[config.mk]
export PLATFORM = sky130hd
export DESIGN_NAME = stream_opcode_decoder_flat
export DESIGN_NICKNAME = d
export VERILOG_FILES = /design/src/rtl/stream_opcode_decoder_if.sv /design/src/rtl/stream_opcode_decoder.sv /design/src/flat_wrapper.sv
export SDC_FILE = /design/constraint.sdc
export NUM_CORES = 1
export LEC_CHECK = 0
export BUFFER_PORTS_ARGS = -buffer_cell sky130_fd_sc_hd__buf_2
export CORE_UTILIZATION = 48
export DETAILED_ROUTE_END_ITERATION = 16
export PLACE_DENSITY = 0.76
export SLEW_MARGIN = 20
export SYNTH_ARGS = -nofsm -noshare
export SYNTH_HDL_FRONTEND = slang
export SYNTH_SLANG_ARGS = --single-unit
[constraint.sdc]
create_clock -name clk -period 1.6 [get_ports clk]
set_clock_uncertainty 0.05 [all_clocks]
set_input_delay 0.32 -clock clk [delete_from_list [all_inputs] [get_ports clk]]
set_output_delay 0.32 -clock clk [all_outputs]
set_load 0.01 [all_outputs]
[src/rtl/stream_opcode_decoder_if.sv]
// Handshake bundle for stream_opcode_decoder.
//   in_valid/in_ready/in_byte   : instruction byte stream from the fetch buffer
//   out_valid/out_ready         : decoded-record handshake toward control/execute
//   op_onehot/op_index/a_field/imm/illegal : decoded record fields
// master = stream producer / record consumer, slave = the decoder.
interface stream_opcode_decoder_if #(
  parameter int unsigned IMM_BYTES = 1
);
  logic                   in_valid;
  logic                   in_ready;
  logic [7:0]             in_byte;
  logic                   out_valid;
  logic                   out_ready;
  logic [22:0]            op_onehot;
  logic [4:0]             op_index;
  logic [3:0]             a_field;
  logic [8*IMM_BYTES-1:0] imm;
  logic                   illegal;

  modport master (
    output in_valid, in_byte, out_ready,
    input  in_ready, out_valid, op_onehot, op_index, a_field, imm, illegal
  );

  modport slave (
    input  in_valid, in_byte, out_ready,
    output in_ready, out_valid, op_onehot, op_index, a_field, imm, illegal
  );
endinterface

[src/rtl/stream_opcode_decoder.sv]
// Byte-stream instruction decoder. Accepts opcode bytes (plus trailing little-endian
// immediate bytes for majors selected by IMM_MASK), decodes the opcode into a 23-line
// one-hot control vector and emits one registered record per instruction.
// Ports:
//   clk    : clock, rising edge
//   reset  : asynchronous active-high reset
//   bus_io : slave side of stream_opcode_decoder_if (byte stream in, record out)
module stream_opcode_decoder #(
  parameter logic [15:0] IMM_MASK  = 16'h0000,
  parameter int unsigned IMM_BYTES = 1,
  parameter bit          STRICT    = 1'b0
) (
  input  logic                        clk,
  input  logic                        reset,
  stream_opcode_decoder_if.slave      bus_io
);

  localparam int unsigned CntW = (IMM_BYTES > 1) ? $clog2(IMM_BYTES) : 1;
  localparam logic [CntW-1:0] LastCnt = CntW'(IMM_BYTES - 1);

  typedef enum logic [1:0] {StOpc, StImm, StOut} state_e;

  state_e                 state_q, state_d;
  logic [CntW-1:0]        cnt_q, cnt_d;
  logic [4:0]             idx_q, idx_d;
  logic [22:0]            onehot_q, onehot_d;
  logic [3:0]             a_q, a_d;
  logic [8*IMM_BYTES-1:0] imm_q, imm_d;
  logic                   ill_q, ill_d;
  logic                   in_fire;
  logic                   load_opc;

  function automatic logic [4:0] decode_idx(input logic [7:0] b);
    logic [4:0] maj5;
    logic [4:0] r;
    maj5 = {1'b0, b[7:4]};
    if (b[7:4] == 4'd0)        r = 5'd0;
    else if (b[7:4] == 4'd1)   r = 5'd1 + {3'b000, b[1:0]};
    else if (b[7:4] <= 4'd11)  r = maj5 + 5'd3;
    else if (b[7:4] == 4'd12)  r = 5'd15 + {4'b0000, b[0]};
    else if (b[7:4] <= 4'd14)  r = maj5 + 5'd4;
    else                       r = 5'd19 + {3'b000, b[1:0]};
    return r;
  endfunction

  // Expanded majors only define some low bits; the rest must be zero in strict mode.
  function automatic logic decode_ill(input logic [7:0] b);
    logic r;
    r = 1'b0;
    if ((b[7:4] == 4'd1) || (b[7:4] == 4'd15)) r = (b[3:2] != 2'b00);
    else if (b[7:4] == 4'd12)                  r = (b[3:1] != 3'b000);
    return STRICT & r;
  endfunction

  // While a record is held, a byte may enter only in the cycle the record leaves.
  assign bus_io.in_ready = (state_q != StOut) | bus_io.out_ready;
  assign in_fire         = bus_io.in_valid & bus_io.in_ready;

  always_comb begin
    state_d  = state_q;
    cnt_d    = cnt_q;
    idx_d    = idx_q;
    onehot_d = onehot_q;
    a_d      = a_q;
    imm_d    = imm_q;
    ill_d    = ill_q;
    load_opc = 1'b0;

    unique case (state_q)
      StOpc: begin
        if (in_fire) load_opc = 1'b1;
      end
      StImm: begin
        if (in_fire) begin
          for (int unsigned k = 0; k < IMM_BYTES; k++) begin
            if (cnt_q == CntW'(k)) imm_d[8*k +: 8] = bus_io.in_byte;
          end
          if (cnt_q == LastCnt) state_d = StOut;
          else                  cnt_d   = cnt_q + CntW'(1);
        end
      end
      StOut: begin
        if (bus_io.out_ready) begin
          // Back-to-back: the next opcode is decoded in the same cycle the record leaves.
          if (bus_io.in_valid) load_opc = 1'b1;
          else                 state_d  = StOpc;
        end
      end
      default: state_d = StOpc;
    endcase

    if (load_opc) begin
      idx_d    = decode_idx(bus_io.in_byte);
      onehot_d = 23'd1 << idx_d;
      a_d      = bus_io.in_byte[3:0];
      imm_d    = '0;
      ill_d    = decode_ill(bus_io.in_byte);
      cnt_d    = '0;
      state_d  = IMM_MASK[bus_io.in_byte[7:4]] ? StImm : StOut;
    end
  end

  always_ff @(posedge clk or posedge reset) begin
    if (reset) begin
      state_q  <= StOpc;
      cnt_q    <= '0;
      idx_q    <= '0;
      onehot_q <= '0;
      a_q      <= '0;
      imm_q    <= '0;
      ill_q    <= 1'b0;
    end else begin
      state_q  <= state_d;
      cnt_q    <= cnt_d;
      idx_q    <= idx_d;
      onehot_q <= onehot_d;
      a_q      <= a_d;
      imm_q    <= imm_d;
      ill_q    <= ill_d;
    end
  end

  assign bus_io.out_valid = (state_q == StOut);
  assign bus_io.op_onehot = onehot_q;
  assign bus_io.op_index  = idx_q;
  assign bus_io.a_field   = a_q;
  assign bus_io.imm       = imm_q;
  assign bus_io.illegal   = ill_q;

endmodule

[src/flat_wrapper.sv]
// flat-port wrapper written by rule: the top's interface ports become plain ports
module stream_opcode_decoder_flat 
#(
  parameter logic [15:0] IMM_MASK  = 16'h0000,
  parameter int unsigned IMM_BYTES = 1,
  parameter bit          STRICT    = 1'b0
)
  (clk, reset, bus_io_in_valid, bus_io_in_byte, bus_io_out_ready, bus_io_in_ready, bus_io_out_valid, bus_io_op_onehot, bus_io_op_index, bus_io_a_field, bus_io_imm, bus_io_illegal);
  stream_opcode_decoder_if #(.IMM_BYTES(IMM_BYTES)) bus_io_i ();
  input  logic clk;
  input  logic reset;
  input wire logic [$bits(bus_io_i.in_valid)-1:0] bus_io_in_valid;
  input wire logic [$bits(bus_io_i.in_byte)-1:0] bus_io_in_byte;
  input wire logic [$bits(bus_io_i.out_ready)-1:0] bus_io_out_ready;
  output wire logic [$bits(bus_io_i.in_ready)-1:0] bus_io_in_ready;
  output wire logic [$bits(bus_io_i.out_valid)-1:0] bus_io_out_valid;
  output wire logic [$bits(bus_io_i.op_onehot)-1:0] bus_io_op_onehot;
  output wire logic [$bits(bus_io_i.op_index)-1:0] bus_io_op_index;
  output wire logic [$bits(bus_io_i.a_field)-1:0] bus_io_a_field;
  output wire logic [$bits(bus_io_i.imm)-1:0] bus_io_imm;
  output wire logic [$bits(bus_io_i.illegal)-1:0] bus_io_illegal;
  assign bus_io_i.in_valid = bus_io_in_valid;
  assign bus_io_i.in_byte = bus_io_in_byte;
  assign bus_io_i.out_ready = bus_io_out_ready;
  assign bus_io_in_ready = bus_io_i.in_ready;
  assign bus_io_out_valid = bus_io_i.out_valid;
  assign bus_io_op_onehot = bus_io_i.op_onehot;
  assign bus_io_op_index = bus_io_i.op_index;
  assign bus_io_a_field = bus_io_i.a_field;
  assign bus_io_imm = bus_io_i.imm;
  assign bus_io_illegal = bus_io_i.illegal;
  stream_opcode_decoder #(.IMM_MASK(IMM_MASK), .IMM_BYTES(IMM_BYTES), .STRICT(STRICT)) u_core (.clk(clk), .reset(reset), .bus_io(bus_io_i));
endmodule
==> flow_summary.json <==
{
  "row_count": 24,
  "cts-root-buf": "clkbuf_8",
  "critPathSlowestCell": "o41ai_4",
  "report.final.setup_viol": 23,
  "initialDrtViolationCount": 82,
  "cp_slowest_stage_delay_ps": 340,
  "synth_top_area_share": 0.466,
  "grt.total_usage": 0.235,
  "core_region_area_mm2": 0.00438,
  "rr_endpoint": "u_core.bus_io.op_onehot[14]",
  "worst_setup_path_start_kind": "input port",
  "fin_nets": 299,
  "cts_tree": "built",
  "final_cells": 331,
  "rsz0062_at_grt": "true",
  "timing.final.ws_setup_ps": -189,
  "io_buffers": 53,
  "ioPinCount": 55,
  "synth_common_cells": "dfrtp_1, nand2_1, o41ai_2, and2_1, ha_1",
  "fin_crit_ps": 1790,
  "crit_chain": "buf_12 > inv_12 > ha_4 > and2b_4 > o21ai_4 > mux2i_4 > o22a_1 > buf_12 > o41ai_4",
  "ys_warn_count": 0,
  "rr_worst_depth": 6,
  "dr.pass1.iters": 4,
  "r2r-start": "u_core.state_q[1]",
  "area_delta_synth_final_pct": 48.7,
  "yosysTopAreaCell": "dfrtp_1",
  "syn_area_mm2": 0.00220,
  "leakagePower_nw": 1.69,
  "nFillCells": 291,
  "seqCellArea_mm2": 0.00103,
  "cp-end-kind": "register",
  "vias": 1816,
  "cp.arrival_ps": 1930,
  "crit_fanout": 12,
  "fmax_ghz": 0.559,
  "grt_pass1_wl_um": 8920,
  "yosysSeqAreaShare": 0.466,
  "ys_seq_elements": 41,
  "p_clk_frac": 0.261,
  "syn_nets": 211,
  "die_width_um": 69.7,
  "worst-slew-pin-transition_ps": 507,
  "clock_path_buffers": 2,
  "r2r_slack_ps": -110,
  "status": "complete, but fails checks",
  "antenna_left": 0,
  "slew_headroom": 0.662,
  "switchingPower_uw": 844,
  "die_h_um": 69.7,
  "die_area_mm2": 0.00486,
  "ys_top_cells_by_area": "dfrtp_1, o41ai_2, nand2_1",
  "cts_sinks": 41,
  "criticalPathCategory": "input port to register",
  "wl_per_cell_um": 17.4,
  "hpwl_um": 3480,
  "drive_above_1_share": 0.577,
  "max-vdd-ir-drop_mv": 0.712,
  "diodes": 0,
  "dp.cells": 317,
  "htree_levels": 2,
  "async_reset_ff_frac": 1.00,
  "path_clk_slew_ps": 80,
  "power_frac_seq": 0.427,
  "cap_violations": 0,
  "drv_slew": 0,
  "grt_max_degree": 42,
  "drcViolationCount": 0,
  "grt-ovfl-total": 0,
  "ys.flop_type": "dfrtp_1",
  "hold_buffers": 0,
  "gp_congestion": 0.899,
  "critical_path.most_common_cell": "buf_12",
  "yosysMostFrequentCell": "dfrtp_1",
  "multi_input_area_mm2": 0.00132,
  "antenna_found_initial": 0,
  "combPwrFrac": 0.311,
  "timing.hold.ws_ps": 98.4,
  "violations": "negative setup slack",
  "cts_buffers": 5,
  "drt-vias-per-instance": 5.49,
  "drt-total-wl_um": 5750,
  "synth_cells": 190,
  "synth_edf_count": 0,
  "period_share": 1.12,
  "grt_pass1_vias": 1788,
  "hold_class": "input port to asynchronous set/reset pin",
  "syn_area_per_cell_um2": 11.6,
  "synth.distinct_cells": 43,
  "p_per_area_mw_per_mm2": 815,
  "insertion_delay_ps": 280,
  "p_int_mw": 1.82,
  "hold_viol": 0,
  "sw_frac_of_total": 0.316,
  "required_ps": 1740,
  "initial_core_util": 0.502
}
[cell usage in the layout (no fill, tap or decap), drive strengths merged, types with 7 or more instances in the layout]
| master | n |
|---|---|
| dfrtp | 41 |
| buf | 92 |
| inv | 9 |
| nand2 | 31 |
| clkbuf | 7 |
| o41ai | 19 |
| ha | 9 |
| and2 | 9 |
| nor2 | 7 |
| o21ai | 14 |
[flip-flops by register name, summed over array words and instances, names as in the netlist]
name                     flops
u_core.state_q               1
u_core.bus_io.imm            8
u_core.bus_io.op_index       5
u_core.bus_io.op_onehot     23
u_core.bus_io.a_field        4
[per-stage QoR]
step | instance area, um^2 | util | setup TNS, ps | total power [mW] | worst slack, ps
3_3_place_gp | 2870 | 0.655 | -13380 | 1.83 | -604
4_1_cts | 3180 | 0.726 | -2790 | 2.62 | -168
2_1_floorplan | 2300 | - | -5230 | 1.56 | -346
6_report | 3270 | 0.747 | -3540 | 2.67 | -189
5_1_grt | 3270 | 0.747 | -4550 | 2.78 | -259
3_5_place_dp | 2870 | 0.655 | -14340 | 1.84 | -646
[what timing repair did]
item	CTS	global route
setup buffers	3	2
pin swaps	13	4
gates cloned	1	0
gates resized for setup	37	12
setup endpoints to repair	27	26
endpoints found under the hold margin	0	0
[final cells by class]
cell class	instances	area share
well taps	52	0.0199
clock inverters	2	0.00420
multi-input cells	128	0.404
clock buffers	6	0.0252
repair buffers	93	0.213
inverters	9	0.0203
flip-flops and latches	41	0.313
[worst max-delay path: cells and delay by family]
kind	cells	cell delay (ps)
AOI/OAI and AO/OA	3	680
buffers and inverters	3	310
adders and majority gates	1	140
muxes	1	210
and+or+nand+nor	1	260
[power by group through the flow]
stage / Clock, mW / Combinational, mW / Sequential (mW)
6_report: 0.697 / 0.831 / 1.14
5_1_grt: 0.750 / 0.879 / 1.15
4_1_cts: 0.713 / 0.773 / 1.14
3_5_place_dp: 0 / 0.683 / 1.16
3_3_place_gp: 0 / 0.669 / 1.16
2_1_floorplan: 0 / 0.365 / 1.19
[cell families (layout without fill, tap and decap cells)]
| family | count (synthesis) | count (layout) | share of synthesized area |
|---|---|---|---|
| other | 1 | 1 | 0.00170 |
| buffers and inverters | 22 | 110 | 0.0534 |
| and+or+nand+nor | 61 | 61 | 0.135 |
| muxes | 3 | 3 | 0.0148 |
| DFF | 41 | 41 | 0.466 |
| adders and majority gates | 9 | 9 | 0.0512 |
| xor gates and xnor gates | 2 | 2 | 0.00796 |
| AOI/OAI and AO/OA | 51 | 52 | 0.269 |
[per-layer routing]
layer,wire length (um),GRT usage,up-vias,share of wire
met5,0,0,-,0
met4,94,0.0622,0,0.016
met3,305,0.0494,8,0.053
met2,2940,0.408,64,0.51
met1,2410,0.299,883,0.42
li1,-,-,861,-
[how the worst max path moves through the flow]
stage | start | endpoint | slack (ps) | cells past startpoint
2_1_floorplan | bus_io_in_byte[4] | u_core.bus_io.op_onehot[6] | -350 | 8
3_3_place_gp | bus_io_in_byte[4] | u_core.bus_io.op_onehot[7] | -600 | 9
3_5_place_dp | bus_io_in_byte[4] | u_core.bus_io.op_onehot[7] | -650 | 9
4_1_cts | bus_io_in_byte[0] | u_core.bus_io.op_onehot[7] | -170 | 9
5_1_grt | bus_io_in_byte[6] | u_core.bus_io.op_onehot[14] | -260 | 9
6_report | bus_io_in_byte[4] | u_core.bus_io.op_onehot[20] | -190 | 9
Power figures use the tool's default switching activity.
